## src/rtl/cvw_pkg.sv

```systemverilog
// Shared types and sizing for the divide/sqrt issue sequencer.
// Holds the sequencer state encoding and default widths.
package cvw_pkg;

  localparam int XLEN   = 64;
  localparam int DIVB   = 63;
  localparam int NE     = 11;
  localparam int MAXCYC = 128;

  typedef enum logic [1:0] {
    DQ_IDLE,
    DQ_BUSY,
    DQ_DRAIN,
    DQ_DONE
  } divq_state_t;

endpackage

```

## src/rtl/fdivsqrt_watchdog.sv

```systemverilog
// Busy-cycle watchdog: saturating counter, limit compare, sticky flag.
// Clear/Count in; Expired (comb, on the limit-reaching count) and TimeoutErr out.
module fdivsqrt_watchdog #(
  parameter int MAXCYC = 128
) (
  input  logic clk,
  input  logic reset,
  input  logic Clear,
  input  logic Count,
  output logic Expired,
  output logic TimeoutErr
);

  localparam int CW = $clog2(MAXCYC + 1);
  localparam logic [CW-1:0] LAST  = CW'(MAXCYC - 1);
  localparam logic [CW-1:0] LIMIT = CW'(MAXCYC);

  logic [CW-1:0] cnt_q, cnt_d;
  logic          to_q,  to_d;

  // Expired fires on the count that brings the total to MAXCYC.
  assign Expired = Count & (cnt_q == LAST);

  always_comb begin
    cnt_d = cnt_q;
    to_d  = to_q | Expired;
    if (Clear)
      cnt_d = '0;
    else if (Count && cnt_q != LIMIT)
      cnt_d = cnt_q + CW'(1);
  end

  always_ff @(posedge clk) begin
    if (reset) begin
      cnt_q <= '0;
      to_q  <= 1'b0;
    end else begin
      cnt_q <= cnt_d;
      to_q  <= to_d;
    end
  end

  assign TimeoutErr = to_q;

endmodule

```

## src/rtl/fdivsqrt_issue_ctrl.sv

```systemverilog
// Requester-side sequencer for the FP/int divide-sqrt unit: issues starts,
// stalls E, holds one M-stage result, drains on flush, flags timeouts.
module fdivsqrt_issue_ctrl
  import cvw_pkg::*;
#(
  parameter int XLEN   = cvw_pkg::XLEN,
  parameter int DIVB   = cvw_pkg::DIVB,
  parameter int NE     = cvw_pkg::NE,
  parameter int MAXCYC = cvw_pkg::MAXCYC
) (
  input  logic            clk,
  input  logic            reset,
  input  logic            FDivOpE,
  input  logic            IDivOpE,
  input  logic            FlushE,
  input  logic            StallM,
  input  logic            FDivBusyE,
  input  logic            FDivDoneE,
  input  logic [DIVB:0]   QmM,
  input  logic [NE+1:0]   QeM,
  input  logic            DivStickyM,
  input  logic [XLEN-1:0] FIntDivResultM,
  output logic            FDivStartE,
  output logic            IDivStartE,
  output logic            DivStallE,
  output logic            ResValidM,
  output logic            ResIsIntM,
  output logic [DIVB:0]   ResQmM,
  output logic [NE+1:0]   ResQeM,
  output logic            ResStickyM,
  output logic [XLEN-1:0] ResIntM,
  output logic            TimeoutErr
);

  divq_state_t state_q, state_d;
  logic isint_q, isint_d;
  logic vld_q, vld_d;
  logic go, cap, clr, cnt_en, expired;

  logic            risint_q;
  logic [DIVB:0]   rqm_q;
  logic [NE+1:0]   rqe_q;
  logic            rst_q;
  logic [XLEN-1:0] rint_q;

  fdivsqrt_watchdog #(.MAXCYC(MAXCYC)) u_wdog (
    .clk       (clk),
    .reset     (reset),
    .Clear     (clr),
    .Count     (cnt_en),
    .Expired   (expired),
    .TimeoutErr(TimeoutErr)
  );

  always_comb begin
    state_d    = state_q;
    isint_d    = isint_q;
    vld_d      = vld_q;
    go         = 1'b0;
    cap        = 1'b0;
    clr        = 1'b0;
    cnt_en     = 1'b0;
    FDivStartE = 1'b0;
    IDivStartE = 1'b0;
    DivStallE  = 1'b0;
    case (state_q)
      DQ_IDLE: begin
        go         = (FDivOpE | IDivOpE) & ~FlushE;
        FDivStartE = go & FDivOpE;
        IDivStartE = go & IDivOpE & ~FDivOpE;
        DivStallE  = go;
        if (go) begin
          state_d = DQ_BUSY;
          isint_d = ~FDivOpE;
          clr     = 1'b1;
        end
      end
      DQ_BUSY: begin
        DivStallE = 1'b1;
        // Flush outranks a same-cycle done; an in-flight unit must drain.
        if (FlushE) begin
          state_d = FDivBusyE ? DQ_DRAIN : DQ_IDLE;
        end else if (FDivDoneE) begin
          DivStallE = 1'b0;
          cap       = 1'b1;
          vld_d     = 1'b1;
          state_d   = DQ_DONE;
        end else begin
          cnt_en = 1'b1;
          if (expired)
            state_d = DQ_IDLE;
        end
      end
      DQ_DRAIN: begin
        DivStallE = 1'b1;
        if (!FDivBusyE)
          state_d = DQ_IDLE;
      end
      DQ_DONE: begin
        DivStallE = FDivOpE | IDivOpE;
        if (!StallM) begin
          state_d = DQ_IDLE;
          vld_d   = 1'b0;
        end
      end
      default: state_d = DQ_IDLE;
    endcase
  end

  always_ff @(posedge clk) begin
    if (reset) begin
      state_q  <= DQ_IDLE;
      isint_q  <= 1'b0;
      vld_q    <= 1'b0;
      risint_q <= 1'b0;
      rqm_q    <= '0;
      rqe_q    <= '0;
      rst_q    <= 1'b0;
      rint_q   <= '0;
    end else begin
      state_q <= state_d;
      isint_q <= isint_d;
      vld_q   <= vld_d;
      if (cap) begin
        risint_q <= isint_q;
        rqm_q    <= QmM;
        rqe_q    <= QeM;
        rst_q    <= DivStickyM;
        rint_q   <= FIntDivResultM;
      end
    end
  end

  assign ResValidM  = vld_q;
  assign ResIsIntM  = risint_q;
  assign ResQmM     = rqm_q;
  assign ResQeM     = rqe_q;
  assign ResStickyM = rst_q;
  assign ResIntM    = rint_q;

endmodule

```

## config.mk

```make
export PLATFORM = sky130hd
export DESIGN_NAME = fdivsqrt_issue_ctrl
export DESIGN_NICKNAME = d
export VERILOG_FILES = /design/src/rtl/cvw_pkg.sv /design/src/rtl/fdivsqrt_watchdog.sv /design/src/rtl/fdivsqrt_issue_ctrl.sv
export SDC_FILE = /design/constraint.sdc
export NUM_CORES = 1
export LEC_CHECK = 0
export BUFFER_PORTS_ARGS = -buffer_cell sky130_fd_sc_hd__buf_2
export CAP_MARGIN = 20
export CORE_MARGIN = 5
export CORE_UTILIZATION = 48
export CTS_CLUSTER_SIZE = 40
export DETAILED_ROUTE_END_ITERATION = 6
export PLACE_DENSITY = 0.87
export SYNTH_ARGS = -nofsm -noshare
export SYNTH_HDL_FRONTEND = slang
export SYNTH_SLANG_ARGS = --single-unit
export TNS_END_PERCENT = 50
```

## constraint.sdc

```tcl
create_clock -name clk -period 3.2 [get_ports clk]
set_input_delay 0.32 -clock clk [delete_from_list [all_inputs] [get_ports clk]]
set_output_delay 0.32 -clock clk [all_outputs]
set_load 0.05 [all_outputs]
```

==> results of run 1 <==
==> per-stage QoR <==
stage	worst slack [ps]	utilization
after floorplan	1330	-
after global placement	1180	0.623
after detailed placement	1090	0.623
after CTS	1110	0.680
after global routing	945	0.680
final	1140	0.680
==> cell families (layout without fill, tap and decap cells) <==
logic type / count (synthesis) / in the layout
simple gates: 328 / 328
flops: 156 / 156
compound gates: 159 / 159
mux: 3 / 3
fa+ha+maj: 2 / 2
xor+xnor: 5 / 5
buf+inv: 55 / 336
==> critical path, delay by kind of cell (launching register included) <==
| kind | cells | cell delay, ps |
|---|---|---|
| compound gates | 1 | 160 |
| buf+inv | 1 | 360 |
| flops | 1 | 510 |
| simple gates | 3 | 910 |
==> cells in the mapped netlist, types with 2 or more instances <==
| cell type | number | area, um^2 |
|---|---|---|
| and2_1 | 3 | 18.8 |
| mux2_2 | 2 | 22.5 |
| nor3_1 | 6 | 30.0 |
| nor2_1 | 10 | 37.5 |
| o21ai_0 | 6 | 30.0 |
| dfxtp_1 | 156 | 3120 |
| nand2_1 | 292 | 1100 |
| nor4b_1 | 2 | 17.5 |
| nand4_1 | 2 | 12.5 |
| xnor2_1 | 3 | 26.3 |
| xor2_1 | 2 | 17.5 |
| nor2_2 | 2 | 12.5 |
| buf_2 | 10 | 50.1 |
| nand3_1 | 3 | 15.0 |
| inv_1 | 4 | 15.0 |
| a21oi_1 | 149 | 746 |
| ha_1 | 2 | 25.0 |
| clkbuf_1 | 38 | 143 |
==> layout make-up <==
type	instances	share of cell area
inverters	4	0.00193
flip-flops and latches	156	0.402
well taps	143	0.0230
repair buffers	302	0.201
clock inverters	7	0.0206
multi-input cells	497	0.288
clock buffers	23	0.0628
==> per-layer routing <==
layer	share of wire	vias to the layer above	GRT usage	wire (um)
met3	0.089	45	0.0778	1460
li1	-	2820	-	-
met4	0.031	0	0.0982	499
met2	0.51	235	0.395	8350
met1	0.37	2560	0.249	6040
met5	0	-	0	0
==> flip-flops by register name (all words and copies together) (netlist names) <==
name               cells
ResIntM               64
ResIsIntM              1
ResQeM                13
ResQmM                64
ResStickyM             1
ResValidM              1
isint_q                1
state_q                2
u_wdog.TimeoutErr      1
u_wdog.cnt_q           8
==> power by group <==
group | leakage (uW) | switching, uW | internal (uW) | total (uW)
clock network | 0.000319 | 711 | 1460 | 2170
registers | 0.00126 | 47.7 | 2020 | 2070
logic | 0.00190 | 517 | 200 | 717
total | 0.00348 | 1280 | 3680 | 4950
==> placed cells by master (no fill, tap or decap), types with 3 or more instances in the layout <==
cell / synthesis / final
buf_2: 10 / 296
nand2_1: 292 / 291
dfxtp_1: 156 / 156
a21oi_1: 149 / 149
clkbuf_16: 0 / 17
nor2_1: 10 / 10
nor3_1: 6 / 6
o21ai_0: 6 / 6
bufinv_16: 0 / 5
inv_1: 4 / 4
clkbuf_8: 0 / 4
nand3_1: 3 / 3
xnor2_1: 3 / 3
buf_4: 1 / 3
buf_12: 0 / 3
==> worst max path at each step <==
| stage | from | to | slack, ps |
|---|---|---|---|
| 5_1_grt | state_q[0] | ResIntM[12] | 950 |
| 3_5_place_dp | FlushE | ResQmM[35] | 1090 |
| 3_3_place_gp | FlushE | ResQmM[22] | 1180 |
| 4_1_cts | state_q[1] | ResIntM[14] | 1110 |
| 2_1_floorplan | state_q[1] | DivStallE | 1330 |
| 6_report | state_q[1] | ResIntM[14] | 1140 |
==> out/qor.txt, run 1 <==
Synth Area in Simple Gates - 0.234
cell-by-cell trace of the critical path - and2b_1 > nand2_4 > buf_12 > nand2_1 > a21oi_1
xor and xnor area share after synthesis - 0.00785
Crit path required time - 3540 ps
starting DRC count in detailed routing - 516
worst reg-to-reg setup slack - 1140 ps
total grt overflow - 0
CP arrival - 2400 ps
crit path time final - 2060 ps
Reg2Reg Depth - 5
Slew Limit Fails - 0
power per cell area - 638 mW/mm^2
I/O Buffers - 297
Peak VDD IR - 0.000450 V
# Max-Cap Violations - 0
Pleak - 0.00348 uW
skew final - 4.19 ps
first-pass GRT wire length - 26000 um
Adder-Cell Fraction of Synth Area - 0.00448
DRC errors left - 0
Top FF cell, synth - dfxtp_1
Synth-to-Final Area Change - 39.2%
syn avg cell area - 7.88 um^2
Seq/Total Area, Yosys - 0.560
Fin Hold WS - 145 ps
I/O pins - 298
total power - 4950 uW
Die Ht - 118 um
final hold vios - 0
RR Startpoint - state_q[1]
hold path cells - 3
routed wire length - 16400 um
crit end category - flop
number of instances in the placed design - 1102
Synth Area in Compound Gates - 0.147
critical path fanouts, max - 79
dpl hpwl - 12000 um
Fmax - 485 MHz
Resized Gates After CTS - 0
wire per inst - 14.4 um
setup_tns - 0 ps
Mapped Area - 0.00558 mm^2
CTS Buf Count - 17
multiplexer share of the synthesized area - 0.00583
footprint of the multi-input gates - 0.00224 mm^2
number of global-route vias before repair - 5302
Final ANT Viol Nets - 0
Clock transition at path regs - 60 ps
largest family of logic cells by synthesized area - simple AND/OR/NAND/NOR gates
RR Endpoint - ResIntM[14]
post-route design area - 0.00777 mm^2
Critical Path Slowest Stage Cell - nand2_4
synthesized flop and latch total - 156
Layout Cells excl Fill - 1132
total core area - 0.0114 mm^2
CTS tree - done
Seq. cell area - 0.00312 mm^2
Post-CTS Setup Bufs - 0
ys async rst share - 0
share of cells above drive strength 1 - 0.343
vias per inst - 5.00
dpl cell area - 0.00712 mm^2
clk buf depth - 2
RSZ-0062 raised after global routing - no
die area - 0.0139 mm^2
Rows - 39
initial antenna violation count - 0
Initial Utilization - 0.489
hold_sp - QmM[6]
CTS Hold Bufs - 0
Rel. slew slack - 0.467
Hold EP - ResQmM[6]
period utilisation layout - 0.644
CP Class - reg -> reg
Crit path largest cell delay - 520 ps
Die Wd - 118 um
GP Congestion - 0.840
nets@finish - 1130
Worst-Skew Late Latency - 410 ps
H-tree levels - 4
DRT Pass-1 Iters - 5
FILL cells - 942
CP startpoint kind - flop
all-layer global routing usage - 0.227
Syn. warnings - 0
syn_nets - 860
endpoints failing setup - 0
Post-synth EDFFs - 0
Synth Instances - 708
unique cell type count in the Yosys netlist - 34
hold crit path type - in -> reg
Root Driver - clkbuf_16
outcome - finished clean
via count - 5660
Tightest Pin Transition - 789 ps
# clock sinks - 156
largest net degree at the start of global routing - 80
ant diodes - 0
Power figures use the tool's default switching activity.
==> inputs of run 2 (changes only) <==
Settings changed: CORE_UTILIZATION 48 to 45, PLACE_DENSITY 0.87 to 0.82.
Clock period 3.2 ns to 2.1 ns, I/O delays scaled along.
==> out/qor.txt, run 2 (synthesis results as in run 1) <==
outcome - finished clean
largest net degree at the start of global routing - 76 (-5.0%)
period utilisation layout - 0.953
number of instances in the placed design - 1131 (+2.6%)
CTS Buf Count - 17 (unchanged)
power per cell area - 911 mW/mm^2 (+43%)
vias per inst - 4.84 (-3.3%)
all-layer global routing usage - 0.224 (-0.00259)
Critical Path Slowest Stage Cell - dfxtp_1
endpoints failing setup - 0 (unchanged)
Pleak - 0.00344 uW (-1.1%)
routed wire length - 17100 um (+4.6%)
crit end category - output port
hold path cells - 3 (unchanged)
Hold EP - ResQmM[32]
Final ANT Viol Nets - 0 (unchanged)
CP startpoint kind - flop
setup_tns - 0 ps (unchanged)
die area - 0.0147 mm^2 (+6.1%)
final hold vios - 0 (unchanged)
first-pass GRT wire length - 26100 um (+0.61%)
GP Congestion - 0.839 (-0.13%)
skew final - 7.67 ps (+3.47 ps)
DRT Pass-1 Iters - 5 (unchanged)
hold_sp - QmM[32]
RR Endpoint - state_q[0]
# Max-Cap Violations - 0 (unchanged)
CTS Hold Bufs - 0 (unchanged)
total core area - 0.0121 mm^2 (+5.6%)
hold crit path type - in -> reg
Crit path largest cell delay - 520 ps (about the same)
WP buf/inv - 1 (unchanged)
I/O pins - 298 (unchanged)
RR Startpoint - state_q[0]
CTS tree - done
Post-CTS Setup Bufs - 0 (unchanged)
total grt overflow - 0 (unchanged)
Synth-to-Final Area Change - 38.7%
Rows - 40 (+2.6%)
CP Class - reg -> out
Crit path required time - 1890 ps (-1650 ps)
RSZ-0062 raised after global routing - no
Die Ht - 121 um (+3.0%)
cell-by-cell trace of the critical path - mux2_2 > a21oi_1 > buf_2
I/O Buffers - 297 (unchanged)
Root Driver - clkbuf_16
CP arrival - 1790 ps (-610 ps)
critical path fanouts, max - 11 (-86%)
commonest non-fill, non-tap cell in the layout - buf_2
# clock sinks - 156 (unchanged)
Worst-Skew Late Latency - 410 ps (about the same)
Peak VDD IR - 0.000758 V (+68%)
Slew Limit Fails - 0 (unchanged)
DRC errors left - 0 (unchanged)
H-tree levels - 4 (unchanged)
dpl hpwl - 12300 um (+1.7%)
Fmax - 500 MHz
Die Wd - 121 um (+3.0%)
Layout Cells excl Fill - 1162 (+2.7%)
nets@finish - 1134 (+0.35%)
crit path time final - 2000 ps
ant diodes - 0 (unchanged)
share of cells above drive strength 1 - 0.344 (+0.00129)
critical path's top delay family - flip-flops
via count - 5621 (-0.69%)
Clock transition at path regs - 60 ps (about the same)
Reg2Reg Depth - 3 (-2)
number of global-route vias before repair - 5356 (+1.0%)
commonest non-fill, non-tap cells in the layout - buf_2 (296), nand2_1 (291), dfxtp_1 (156)
wire per inst - 14.7 um (+1.9%)
clk buf depth - 2 (unchanged)
initial antenna violation count - 0 (unchanged)
Resized Gates After CTS - 0 (unchanged)
starting DRC count in detailed routing - 417 (-19%)
worst reg-to-reg setup slack - 380 ps (-760 ps)
Rel. slew slack - 0.606 (+0.139)
Initial Utilization - 0.463 (-0.0261)
Tightest Pin Transition - 583 ps (-206 ps)
run 2: worst reg2reg max path, cell delays in order, from the launching register on:
cell and delay [ps]:
dfxtp_1 520, nor4b_1 540, or2b_1 290, a221oi_1 270
run 2: worst max-delay path by stage:
stage                       to  slack [ps]  startpoint  cells after the start
detailed placement  state_q[0]         390  state_q[0]                      3
floorplan            DivStallE         340  state_q[1]                      3
global placement    state_q[0]         460  state_q[0]                      3
CTS                  DivStallE          90  state_q[1]                      3
global route         DivStallE           8  state_q[1]                      3
finish               DivStallE         100  state_q[1]                      3
run 2: area by class of cell:
| cell class | count | area (um^2) |
|---|---|---|
| sequential | 156 | 3120 |
| fill | 1068 | 4320 |
| clock buffer | 21 | 440 |
| clock inverter | 10 | 95.1 |
| tap | 168 | 210 |
| inverter | 4 | 15.0 |
| multi-input combinational | 497 | 2240 |
| timing repair buffer | 306 | 1620 |
run 2: stage by stage:
step	util	instance area, um^2	hold slack, ps	total power (uW)	setup WS, ps
finish	0.642	7740	30.1	7050	99.4
global route	0.642	7740	14.1	7350	8.19
CTS	0.642	7740	12.0	7110	85.2
detailed placement	0.597	7200	443	4330	393
global placement	0.597	7200	438	4310	457
floorplan	-	5580	346	3970	340
run 2: power breakdown:
group,total [uW],switching (uW),internal [uW]
registers,3150,71.4,3080
logic,1110,794,317
clock network,2790,1160,1620
total,7050,2030,5020
run 2: per-layer routing:
metal  vias to the layer above  track usage  part of all wire
met5                         -            0                 0
met2                       199        0.408              0.52
met3                        27       0.0858             0.089
met1                      2562        0.237              0.37
li1                       2833            -                 -
met4                         0       0.0686             0.017
